### src/rtl/instr_encoder_if.sv
// Instruction encoder bus: field/handshake input side plus the
// instruction-memory write side. The master modport belongs to whoever supplies
// fields and consumes memory writes. The slave modport belongs to the encoder.
interface instr_encoder_if #(
  parameter int ADDR_W = 8
);
  logic              in_valid;
  logic              in_ready;
  logic [1:0]        fmt;
  logic [4:0]        rd;
  logic [4:0]        rs1;
  logic [4:0]        rs2;
  logic [2:0]        funct3;
  logic [6:0]        funct7;
  logic [63:0]       imm;
  logic              out_valid;
  logic              out_ready;
  logic [ADDR_W-1:0] mem_addr;
  logic [31:0]       mem_wdata;

  modport master (
    output in_valid, fmt, rd, rs1, rs2, funct3, funct7, imm, out_ready,
    input  in_ready, out_valid, mem_addr, mem_wdata
  );

  modport slave (
    input  in_valid, fmt, rd, rs1, rs2, funct3, funct7, imm, out_ready,
    output in_ready, out_valid, mem_addr, mem_wdata
  );
endinterface

### src/rtl/instr_encoder.sv
// instr_encoder: packs R/LOAD/STORE/BRANCH fields into a 32-bit RV word and
// streams it, with sequential word addresses, into instruction memory through
// a single output register stage.
// Optional feature macro: ENC_RANGE_CHECK_EN. When it is defined, a non-R input
// whose immediate does not fit 12 signed bits is consumed but dropped, and is
// counted. When it is undefined, the immediate is truncated to the field bits.
module instr_encoder #(
  parameter int ADDR_W = 8
) (
  input  logic            clk,
  input  logic            rst,
  input  logic            clear,
  instr_encoder_if.slave  enc,
  output logic            wrapped,
  output logic            range_err,
  output logic [7:0]      err_count
);

  localparam logic [1:0] FMT_R      = 2'b00;
  localparam logic [1:0] FMT_LOAD   = 2'b01;
  localparam logic [1:0] FMT_STORE  = 2'b10;
  localparam logic [1:0] FMT_BRANCH = 2'b11;

  localparam logic [6:0] OP_R      = 7'b0110011;
  localparam logic [6:0] OP_LOAD   = 7'b0000011;
  localparam logic [6:0] OP_STORE  = 7'b0100011;
  localparam logic [6:0] OP_BRANCH = 7'b1100011;

  logic [ADDR_W-1:0] r_addr;
  logic [31:0]       r_wdata;
  logic              r_out_valid;
  logic              r_wrapped;

  logic [31:0]       w_word;
  logic              w_in_ready;
  logic              w_in_hs;
  logic              w_out_hs;
  logic              w_load;
  logic              w_addr_last;

  // Pack the fields into an instruction word. BRANCH immediates arrive in
  // halfword units, so imm[11] lands in word bit 31 and imm[10] lands in bit 7.
  always_comb begin
    w_word = 32'h0;
    case (enc.fmt)
      FMT_R:
        w_word = {enc.funct7, enc.rs2, enc.rs1, enc.funct3, enc.rd, OP_R};
      FMT_LOAD:
        w_word = {enc.imm[11:0], enc.rs1, enc.funct3, enc.rd, OP_LOAD};
      FMT_STORE:
        w_word = {enc.imm[11:5], enc.rs2, enc.rs1, enc.funct3,
                  enc.imm[4:0], OP_STORE};
      FMT_BRANCH:
        w_word = {enc.imm[11], enc.imm[9:4], enc.rs2, enc.rs1, enc.funct3,
                  enc.imm[3:0], enc.imm[10], OP_BRANCH};
      default:
        w_word = 32'h0;
    endcase
  end

  // Clear blocks acceptance outright, so a clear always beats an input handshake.
  assign w_in_ready  = !clear && (!r_out_valid || enc.out_ready);
  assign w_in_hs     = enc.in_valid && w_in_ready;
  assign w_out_hs    = r_out_valid && enc.out_ready;
  assign w_addr_last = (r_addr == {ADDR_W{1'b1}});

`ifdef ENC_RANGE_CHECK_EN
  logic       w_imm_ok;
  logic       w_rng_bad;
  logic       r_range_err;
  logic [7:0] r_err_count;

  // A 12-bit signed field holds the value only if bits 63..11 are all copies of the sign bit.
  assign w_imm_ok  = (&enc.imm[63:11]) || !(|enc.imm[63:11]);
  assign w_rng_bad = w_in_hs && (enc.fmt != FMT_R) && !w_imm_ok;
  assign w_load    = w_in_hs && !w_rng_bad;

  // Sticky error flag and saturating error counter for dropped inputs.
  always_ff @(posedge clk or posedge rst) begin
    if (rst) begin
      r_range_err <= 1'b0;
      r_err_count <= 8'h00;
    end else if (clear) begin
      r_range_err <= 1'b0;
      r_err_count <= 8'h00;
    end else if (w_rng_bad) begin
      r_range_err <= 1'b1;
      if (r_err_count != 8'hFF) begin
        r_err_count <= r_err_count + 8'd1;
      end
    end
  end

  assign range_err = r_range_err;
  assign err_count = r_err_count;
`else
  assign w_load    = w_in_hs;
  assign range_err = 1'b0;
  assign err_count = 8'h00;
`endif

  // Output stage. A new word replaces a departing one in the same cycle.
  // The address advances once per completed memory write.
  always_ff @(posedge clk or posedge rst) begin
    if (rst) begin
      r_out_valid <= 1'b0;
      r_wdata     <= 32'h0;
      r_addr      <= '0;
      r_wrapped   <= 1'b0;
    end else if (clear) begin
      r_out_valid <= 1'b0;
      r_wdata     <= 32'h0;
      r_addr      <= '0;
      r_wrapped   <= 1'b0;
    end else begin
      if (w_load) begin
        r_wdata     <= w_word;
        r_out_valid <= 1'b1;
      end else if (w_out_hs) begin
        r_out_valid <= 1'b0;
      end
      if (w_out_hs) begin
        r_addr <= r_addr + ADDR_W'(1);
        if (w_addr_last) begin
          r_wrapped <= 1'b1;
        end
      end
    end
  end

  assign enc.in_ready  = w_in_ready;
  assign enc.out_valid = r_out_valid;
  assign enc.mem_addr  = r_addr;
  assign enc.mem_wdata = r_wdata;
  assign wrapped       = r_wrapped;

endmodule

### src/flat_wrapper.sv
// flat-port wrapper written by rule: the top's interface ports become plain ports
module instr_encoder_flat 
#(
  parameter int ADDR_W = 8
)
  (clk, rst, clear, wrapped, range_err, err_count, enc_in_valid, enc_fmt, enc_rd, enc_rs1, enc_rs2, enc_funct3, enc_funct7, enc_imm, enc_out_ready, enc_in_ready, enc_out_valid, enc_mem_addr, enc_mem_wdata);
  instr_encoder_if #(.ADDR_W(ADDR_W)) enc_i ();
  input  logic clk;
  input  logic rst;
  input  logic clear;
  output logic wrapped;
  output logic range_err;
  output logic [7:0] err_count;
  input wire logic [$bits(enc_i.in_valid)-1:0] enc_in_valid;
  input wire logic [$bits(enc_i.fmt)-1:0] enc_fmt;
  input wire logic [$bits(enc_i.rd)-1:0] enc_rd;
  input wire logic [$bits(enc_i.rs1)-1:0] enc_rs1;
  input wire logic [$bits(enc_i.rs2)-1:0] enc_rs2;
  input wire logic [$bits(enc_i.funct3)-1:0] enc_funct3;
  input wire logic [$bits(enc_i.funct7)-1:0] enc_funct7;
  input wire logic [$bits(enc_i.imm)-1:0] enc_imm;
  input wire logic [$bits(enc_i.out_ready)-1:0] enc_out_ready;
  output wire logic [$bits(enc_i.in_ready)-1:0] enc_in_ready;
  output wire logic [$bits(enc_i.out_valid)-1:0] enc_out_valid;
  output wire logic [$bits(enc_i.mem_addr)-1:0] enc_mem_addr;
  output wire logic [$bits(enc_i.mem_wdata)-1:0] enc_mem_wdata;
  assign enc_i.in_valid = enc_in_valid;
  assign enc_i.fmt = enc_fmt;
  assign enc_i.rd = enc_rd;
  assign enc_i.rs1 = enc_rs1;
  assign enc_i.rs2 = enc_rs2;
  assign enc_i.funct3 = enc_funct3;
  assign enc_i.funct7 = enc_funct7;
  assign enc_i.imm = enc_imm;
  assign enc_i.out_ready = enc_out_ready;
  assign enc_in_ready = enc_i.in_ready;
  assign enc_out_valid = enc_i.out_valid;
  assign enc_mem_addr = enc_i.mem_addr;
  assign enc_mem_wdata = enc_i.mem_wdata;
  instr_encoder #(.ADDR_W(ADDR_W)) u_core (.clk(clk), .rst(rst), .clear(clear), .enc(enc_i), .wrapped(wrapped), .range_err(range_err), .err_count(err_count));
endmodule
### config.mk
export PLATFORM = sky130hd
export DESIGN_NAME = instr_encoder_flat
export DESIGN_NICKNAME = d
export VERILOG_FILES = /design/src/rtl/instr_encoder_if.sv /design/src/rtl/instr_encoder.sv /design/src/flat_wrapper.sv
export SDC_FILE = /design/constraint.sdc
export NUM_CORES = 1
export LEC_CHECK = 0
export BUFFER_PORTS_ARGS = -buffer_cell sky130_fd_sc_hd__buf_2
export CAP_MARGIN = 20
export CELL_PAD_IN_SITES_DETAIL_PLACEMENT = 1
export CELL_PAD_IN_SITES_GLOBAL_PLACEMENT = 1
export CORE_MARGIN = 3
export CORE_UTILIZATION = 29
export DETAILED_ROUTE_END_ITERATION = 7
export PLACE_DENSITY_LB_ADDON = 0.1
export SYNTH_ARGS = -nofsm -noshare
export SYNTH_HDL_FRONTEND = slang
export SYNTH_SLANG_ARGS = --single-unit
### constraint.sdc
create_clock -name clk -period 1.7 [get_ports clk]
set_clock_uncertainty 0.1 [all_clocks]
set_input_delay 0.085 -clock clk [delete_from_list [all_inputs] [get_ports clk]]
set_output_delay 0.085 -clock clk [all_outputs]
set_load 0.005 [all_outputs]
==> flow_summary.ini, run 1 <==
[drt]
routed_via_density = 4.54
routed_wire_length_per_instance_um = 15.0
ant_nets = 0
dr_wl_met2_mm = 2.78
drcViolationCount = 0
drt_iter0_markers = 17
finalWirelength_mm = 6.00
wl_met3_um = 388
route.vias.total = 1816
detail_route.wirelength.met1_mm = 2.80
drt_pass1_iterations = 4
top_layer = met4

[clock_tree]
clock_sink_total = 39
ctsResizeCount = 0
post-cts-setup-buffer-count = 0
cts_root_buf = sky130_fd_sc_hd__clkbuf_8
number_of_buffers_created_by_cts = 5
worst_skew_late_latency_ns = 0.28
cts_max_path_buffers = 2
htree_levels = 2
clk_slew_on_worst_s_h_paths_ns = 0.08
tritoncts = built

[pwr]
ir_worst_vdd_v = 0.000505
report.power.total_uw = 2050
cellPowerDensity_nw_per_um2 = 711
p_leak_uw = 0.00150

[floorplanning]
initial_core_util_pct = 30.7
fp.dieH_um = 92.2
core-area_um2 = 7020
rows = 30
die_area_um2 = 8510
floorplan.die.width_um = 92.2
top_level_ports = 148

[placement]
detailedPlacementHpwl_mm = 4.53
gp_congestion = 0.740
place.port_buffers = 84
postPlaceCellArea_um2 = 2650

[setup_path]
critPathMaxFanout = 21
timing.critical_path.buf_inv = 1
family_with_the_most_delay_on_the_worst_path = simple AND/OR/NAND/NOR gates
timing.critical_path.slowest_cell_delay_ns = 0.43
critPathArrivalTime_ns = 1.70
crit_path_top_delay_cell = sky130_fd_sc_hd__dfrtp_1
cp_data_required_time_ns = 1.79
start_kind = register
crit_type = register to register
worstPathCellList = nand2b_4 > and3_4 > buf_4 > mux2i_1
capturing_element_type_of_the_critical_path = register

[sta]
holdWs_ns = -0.000252
drv_slew = 0
post-route-period-util_pct = 94.4
finalSetupViolCount = 0
timing_worst_slew_pin_value_ns = 0.719
setup_repair_after_global_routing_missed_its_margin = no
timing.max_slew.rel_slack_pct = 51.8
finalSetupTns_ns = 0
clock.fmax_mhz = 623
finalHoldViolCount = 1
post-route-min-period_ns = 1.61

[finish]
area_delta_synth_final_pct = 33.8
layout.nets = 401
fin_util_pct = 41.1
post_route_cells_drive_above_1_share_pct = 39.8
n_antenna_cell = 0
design_area_um2 = 2890
fillers = 842

[yosys]
yosys.area.top_type = sky130_fd_sc_hd__dfrtp_1
ys_types = 35
syn_avg_cell_area_um2 = 10.6
synthFlopType = sky130_fd_sc_hd__dfrtp_1
synth_area_leaders = sky130_fd_sc_hd__dfrtp_1 45%, sky130_fd_sc_hd__mux2i_1 9.7%, sky130_fd_sc_hd__mux2_2 9.4%
synth_most_common_cell = sky130_fd_sc_hd__dfrtp_1
ys_seq_area_share_pct = 45.2
yosysTopAreaCellShare_pct = 45.2
postSynthRegisterBits = 39
synth_edf_count = 0
warning_count_from_the_yosys_run = 0
netlist_area_um2 = 2160
postSynth.asyncResetShare_pct = 100
synth_common_cells = 39 x sky130_fd_sc_hd__dfrtp_1, 21 x sky130_fd_sc_hd__mux2i_1, 19 x sky130_fd_sc_hd__nor2b_1, 18 x sky130_fd_sc_hd__mux2_2, 14 x sky130_fd_sc_hd__nor2_1
postSynthCellCount = 203

[worst_hold_path]
worstHoldPathType = primary input to register

[status]
run_status = complete, but fails checks
violations_in_the_final_reports = negative hold slack

[grt]
maximum_number_of_pins_on_one_net_before_global_route_repair = 34
grt_first_pass_wirelength_mm = 9.82
gr-total-overflow = 0
via_count_of_the_first_global_routing_pass = 2007
grt_util_all_layers_pct = 14.4
grt_antenna_before_repair = 0

[job]
max_cap_violations = 0
[power by group]
group	total, uW	internal, uW	switching (uW)
sequential	1020	986	31.5
clock	633	319	314
combinational	401	209	192
[path summary, 6_finish.rpt]
check                                         from                       end  slack, ns  depth (start not counted)
max                           u_core.enc.out_valid  u_core.enc.mem_wdata[23]       0.09                          4
min                                     enc_rs2[0]  u_core.enc.mem_wdata[20]    -0.0003                          3
min reg2reg                u_core.enc.mem_wdata[1]   u_core.enc.mem_wdata[1]       0.41                          1
max reg2reg                   u_core.enc.out_valid  u_core.enc.mem_wdata[23]       0.09                          4
max in group asynchronous                      rst  u_core.enc.mem_wdata[22]       0.61                          4
min in group asynchronous                      rst    u_core.enc.mem_addr[1]       0.27                          3
[registers in the layout, summed over array words and instances, names as in the netlist]
name and cells:
u_core.enc.mem_addr 8, u_core.enc.mem_wdata 29, u_core.enc.out_valid 1, u_core.wrapped 1
[layout by cell type, fill, tap and decap left out, drive strengths merged, types with 2 or more instances in the layout]
| master | n |
|---|---|
| a211oi | 5 |
| a21o | 2 |
| a21oi | 9 |
| a221o | 5 |
| a22o | 4 |
| and3 | 2 |
| and4 | 3 |
| buf | 93 |
| clkbuf | 6 |
| clkinv | 2 |
| conb | 11 |
| dfrtp | 39 |
| dlygate4sd3 | 15 |
| inv | 7 |
| mux2 | 18 |
| mux2i | 21 |
| nand2 | 11 |
| nand2b | 2 |
| nand3 | 2 |
| nand4 | 2 |
| nor2 | 14 |
| nor2b | 19 |
| xor2 | 3 |
[layout make-up]
type / count / area (um^2) / share of cell area (%)
clock inverters: 1 / 5.00 / 0.173
clock buffers: 6 / 82.6 / 2.86
multi-input cells: 142 / 1030 / 35.8
flip-flops and latches: 39 / 976 / 33.8
inverters: 8 / 30.0 / 1.04
well taps: 96 / 120 / 4.16
repair buffers: 108 / 638 / 22.1
[what timing repair did]
| item | in CTS | in global routing |
|---|---|---|
| hold endpoints to repair | 31 | 0 |
| hold buffers | 15 | 0 |
| endpoints found under the setup margin | 0 | 0 |
[kinds of logic (layout without fill, tap and decap cells)]
logic type / Yosys count / count (layout) / share of synthesized area, %
multiplexers: 39 / 39 / 19.1
AO/OA/AOI/OAI: 29 / 29 / 9.92
adder cells (fa/ha/maj): 1 / 1 / 0.580
XOR/XNOR: 3 / 3 / 1.22
other: 1 / 11 / 0.174
buffers and inverters: 32 / 123 / 8.58
AND/OR/NAND/NOR: 59 / 59 / 15.1
flip-flops: 39 / 39 / 45.2
[worst reg2reg max path: stages (launching register included)]
cell                       delay, ns
sky130_fd_sc_hd__dfrtp_1        0.43
sky130_fd_sc_hd__nand2b_4       0.09
sky130_fd_sc_hd__and3_4         0.38
sky130_fd_sc_hd__buf_4          0.27
sky130_fd_sc_hd__mux2i_1        0.24
[stage by stage]
step | instances | worst slack, ns
floorplan | 213 | 0.161
global placement | 378 | 0.126
detailed placement | 378 | 0.0952
CTS | 400 | 0.0645
global route | 400 | 0.0324
finish | 400 | 0.0944
[metal layers]
layer  global-route usage (%)  vias to the layer above
li1                         -                      880
met4                     2.60                        0
met1                     18.4                      873
met2                     24.1                       61
met3                     4.43                        2
met5                        0                        -
No activity file was read; power rests on OpenSTA's default activity.
==> inputs of run 2 (changes only) <==
--- a/config.mk
+++ b/config.mk
@@ -9,9 +9,9 @@
 export CAP_MARGIN = 20
 export CELL_PAD_IN_SITES_DETAIL_PLACEMENT = 1
 export CELL_PAD_IN_SITES_GLOBAL_PLACEMENT = 1
-export CORE_MARGIN = 3
 export CORE_UTILIZATION = 29
 export DETAILED_ROUTE_END_ITERATION = 7
+export GPL_TIMING_DRIVEN = 0
 export PLACE_DENSITY_LB_ADDON = 0.1
 export SYNTH_ARGS = -nofsm -noshare
 export SYNTH_HDL_FRONTEND = slang
==> flow_summary.ini, run 2 (same netlist as run 1, synthesis figures left out) <==
[job]
max_cap_violations = 0

[placement]
detailedPlacementHpwl_mm = 4.40
dp_cells = 395
place.port_buffers = 82
gp_congestion = 0.712

[setup_path]
regToRegEndpoint = u_core.enc.mem_wdata[4]
rr_worst_depth = 4
cp_data_required_time_ns = 1.78
capturing_element_type_of_the_critical_path = register
crit_path_top_delay_cell = sky130_fd_sc_hd__dfrtp_2
critPathMaxFanout = 10
timing.critical_path.slowest_cell_delay_ns = 0.46
critPathArrivalTime_ns = 1.65
worstReg2RegStart = u_core.enc.out_valid
worstPathCellList = nand2b_4 > and3_4 > clkbuf_4 > mux2_2
start_kind = register
r2r_slack_ns = 0.13
crit_type = register to register

[floorplanning]
die_area_um2 = 7790
initial_core_util_pct = 29.9
fp.dieH_um = 88.2
floorplan.die.width_um = 88.2
rows = 31
top_level_ports = 148
core-area_um2 = 7210

[status]
run_status = complete, but fails checks
violations_in_the_final_reports = negative hold slack

[finish]
post_route_cells_drive_above_1_share_pct = 40.9
layout.nets = 416
fillers = 883
final_cell_count_no_fill = 419
mostFrequentLayoutCell = sky130_fd_sc_hd__buf_2
flip_flop_count_of_the_largest_register_all_copies_and_words_added = 29
most_frequent_cells_in_the_layout = 84 x sky130_fd_sc_hd__buf_2, 38 x sky130_fd_sc_hd__dfrtp_1, 21 x sky130_fd_sc_hd__mux2i_1, 19 x sky130_fd_sc_hd__nor2b_1, 18 x sky130_fd_sc_hd__mux2_2
area_delta_synth_final_pct = 39.7
n_antenna_cell = 0

[sta]
clock.fmax_mhz = 636
post-route-min-period_ns = 1.57
finalHoldViolCount = 1
post-route-period-util_pct = 92.5
holdWs_ns = -0.00102
timing_worst_slew_pin_value_ns = 0.539
timing.max_slew.rel_slack_pct = 64.1
finalSetupViolCount = 0
setup_repair_after_global_routing_missed_its_margin = no
drv_slew = 0

[clock_tree]
clock_sink_total = 39
number_of_buffers_created_by_cts = 5
cts_max_path_buffers = 2
worst_skew_late_latency_ns = 0.29
cts_root_buf = sky130_fd_sc_hd__clkbuf_8
tritoncts = built
htree_levels = 2
clk_slew_on_worst_s_h_paths_ns = 0.08

[grt]
grt_util_all_layers_pct = 16.2
maximum_number_of_pins_on_one_net_before_global_route_repair = 39
grt_first_pass_wirelength_mm = 9.44
gr-total-overflow = 0
grt_antenna_before_repair = 0
via_count_of_the_first_global_routing_pass = 1923

[worst_hold_path]
worstHoldPathType = primary input to register
hp-start = enc_rs2[3]
hold-path-cell-count = 3
min_to = u_core.enc.mem_wdata[23]

[drt]
route.vias.total = 1862
finalWirelength_mm = 5.97
drt_pass1_iterations = 4
drt_iter0_markers = 48
drcViolationCount = 0
routed_via_density = 4.44
ant_nets = 0
routed_wire_length_per_instance_um = 14.2

[pwr]
ir_worst_vdd_v = 0.000301
cellPowerDensity_nw_per_um2 = 714
report.power.total_uw = 2150
p_leak_uw = 0.00156
run 2: metal layers:
layer	track usage (%)	routed length [um]	vias to the layer above
met2	25.3	2700	64
met1	21.4	2750	875
li1	-	-	914
met4	6.16	81	0
met5	0	0	-
met3	4.48	434	9
run 2: worst max-delay path by stage:
stage / start / endpoint / slack (ns)
after floorplan: u_core.enc.out_valid / u_core.enc.mem_wdata[25] / 0.16
after global placement: rst / u_core.enc.mem_wdata[25] / -0.07
after detailed placement: u_core.enc.out_valid / u_core.enc.mem_wdata[10] / 0.06
after CTS: u_core.enc.out_valid / u_core.enc.mem_wdata[10] / 0.04
after global routing: u_core.enc.out_valid / u_core.enc.mem_wdata[25] / 0.06
final: u_core.enc.out_valid / u_core.enc.mem_wdata[4] / 0.13
run 2: final cells by class:
type	instances	area (um^2)	area share (%)
flip-flops and latches	39	977	32.4
multi-input cells	142	1030	34.3
repair buffers	99	591	19.6
clock buffers	8	100	3.32
inverters	8	30.0	0.997
plain buffers	24	158	5.23
well taps	99	124	4.11
run 2: what timing repair did:
action / in CTS / in global routing
hold buffers: 16 / 0
setup endpoints to repair: 0 / 8
resized for setup: 0 / 2
setup buffers: 0 / 0
hold endpoints to repair: 54 / 0
run 2: report_power, final:
group	internal, uW	total, uW	switching [uW]
combinational	231	428	197
sequential	986	1020	32.1
clock	371	704	333
run 2: worst max-delay path, delay by kind of cell, from the launching register on:
| kind | cells | cell delay, ns |
|---|---|---|
| flip-flops | 1 | 0.46 |
| multiplexers | 1 | 0.35 |
| AND/OR/NAND/NOR | 2 | 0.32 |
| buffers and inverters | 1 | 0.22 |
run 2: stage by stage:
step	worst slack [ns]	utilization, %	cell area (um^2)	TNS (ns)
2_1_floorplan	0.161	-	2190	0
3_3_place_gp	-0.0703	37.8	2730	-2.67
3_5_place_dp	0.0648	38.1	2750	0
4_1_cts	0.0379	41.7	3010	0
5_1_grt	0.0636	41.8	3010	0
6_report	0.127	41.8	3010	0
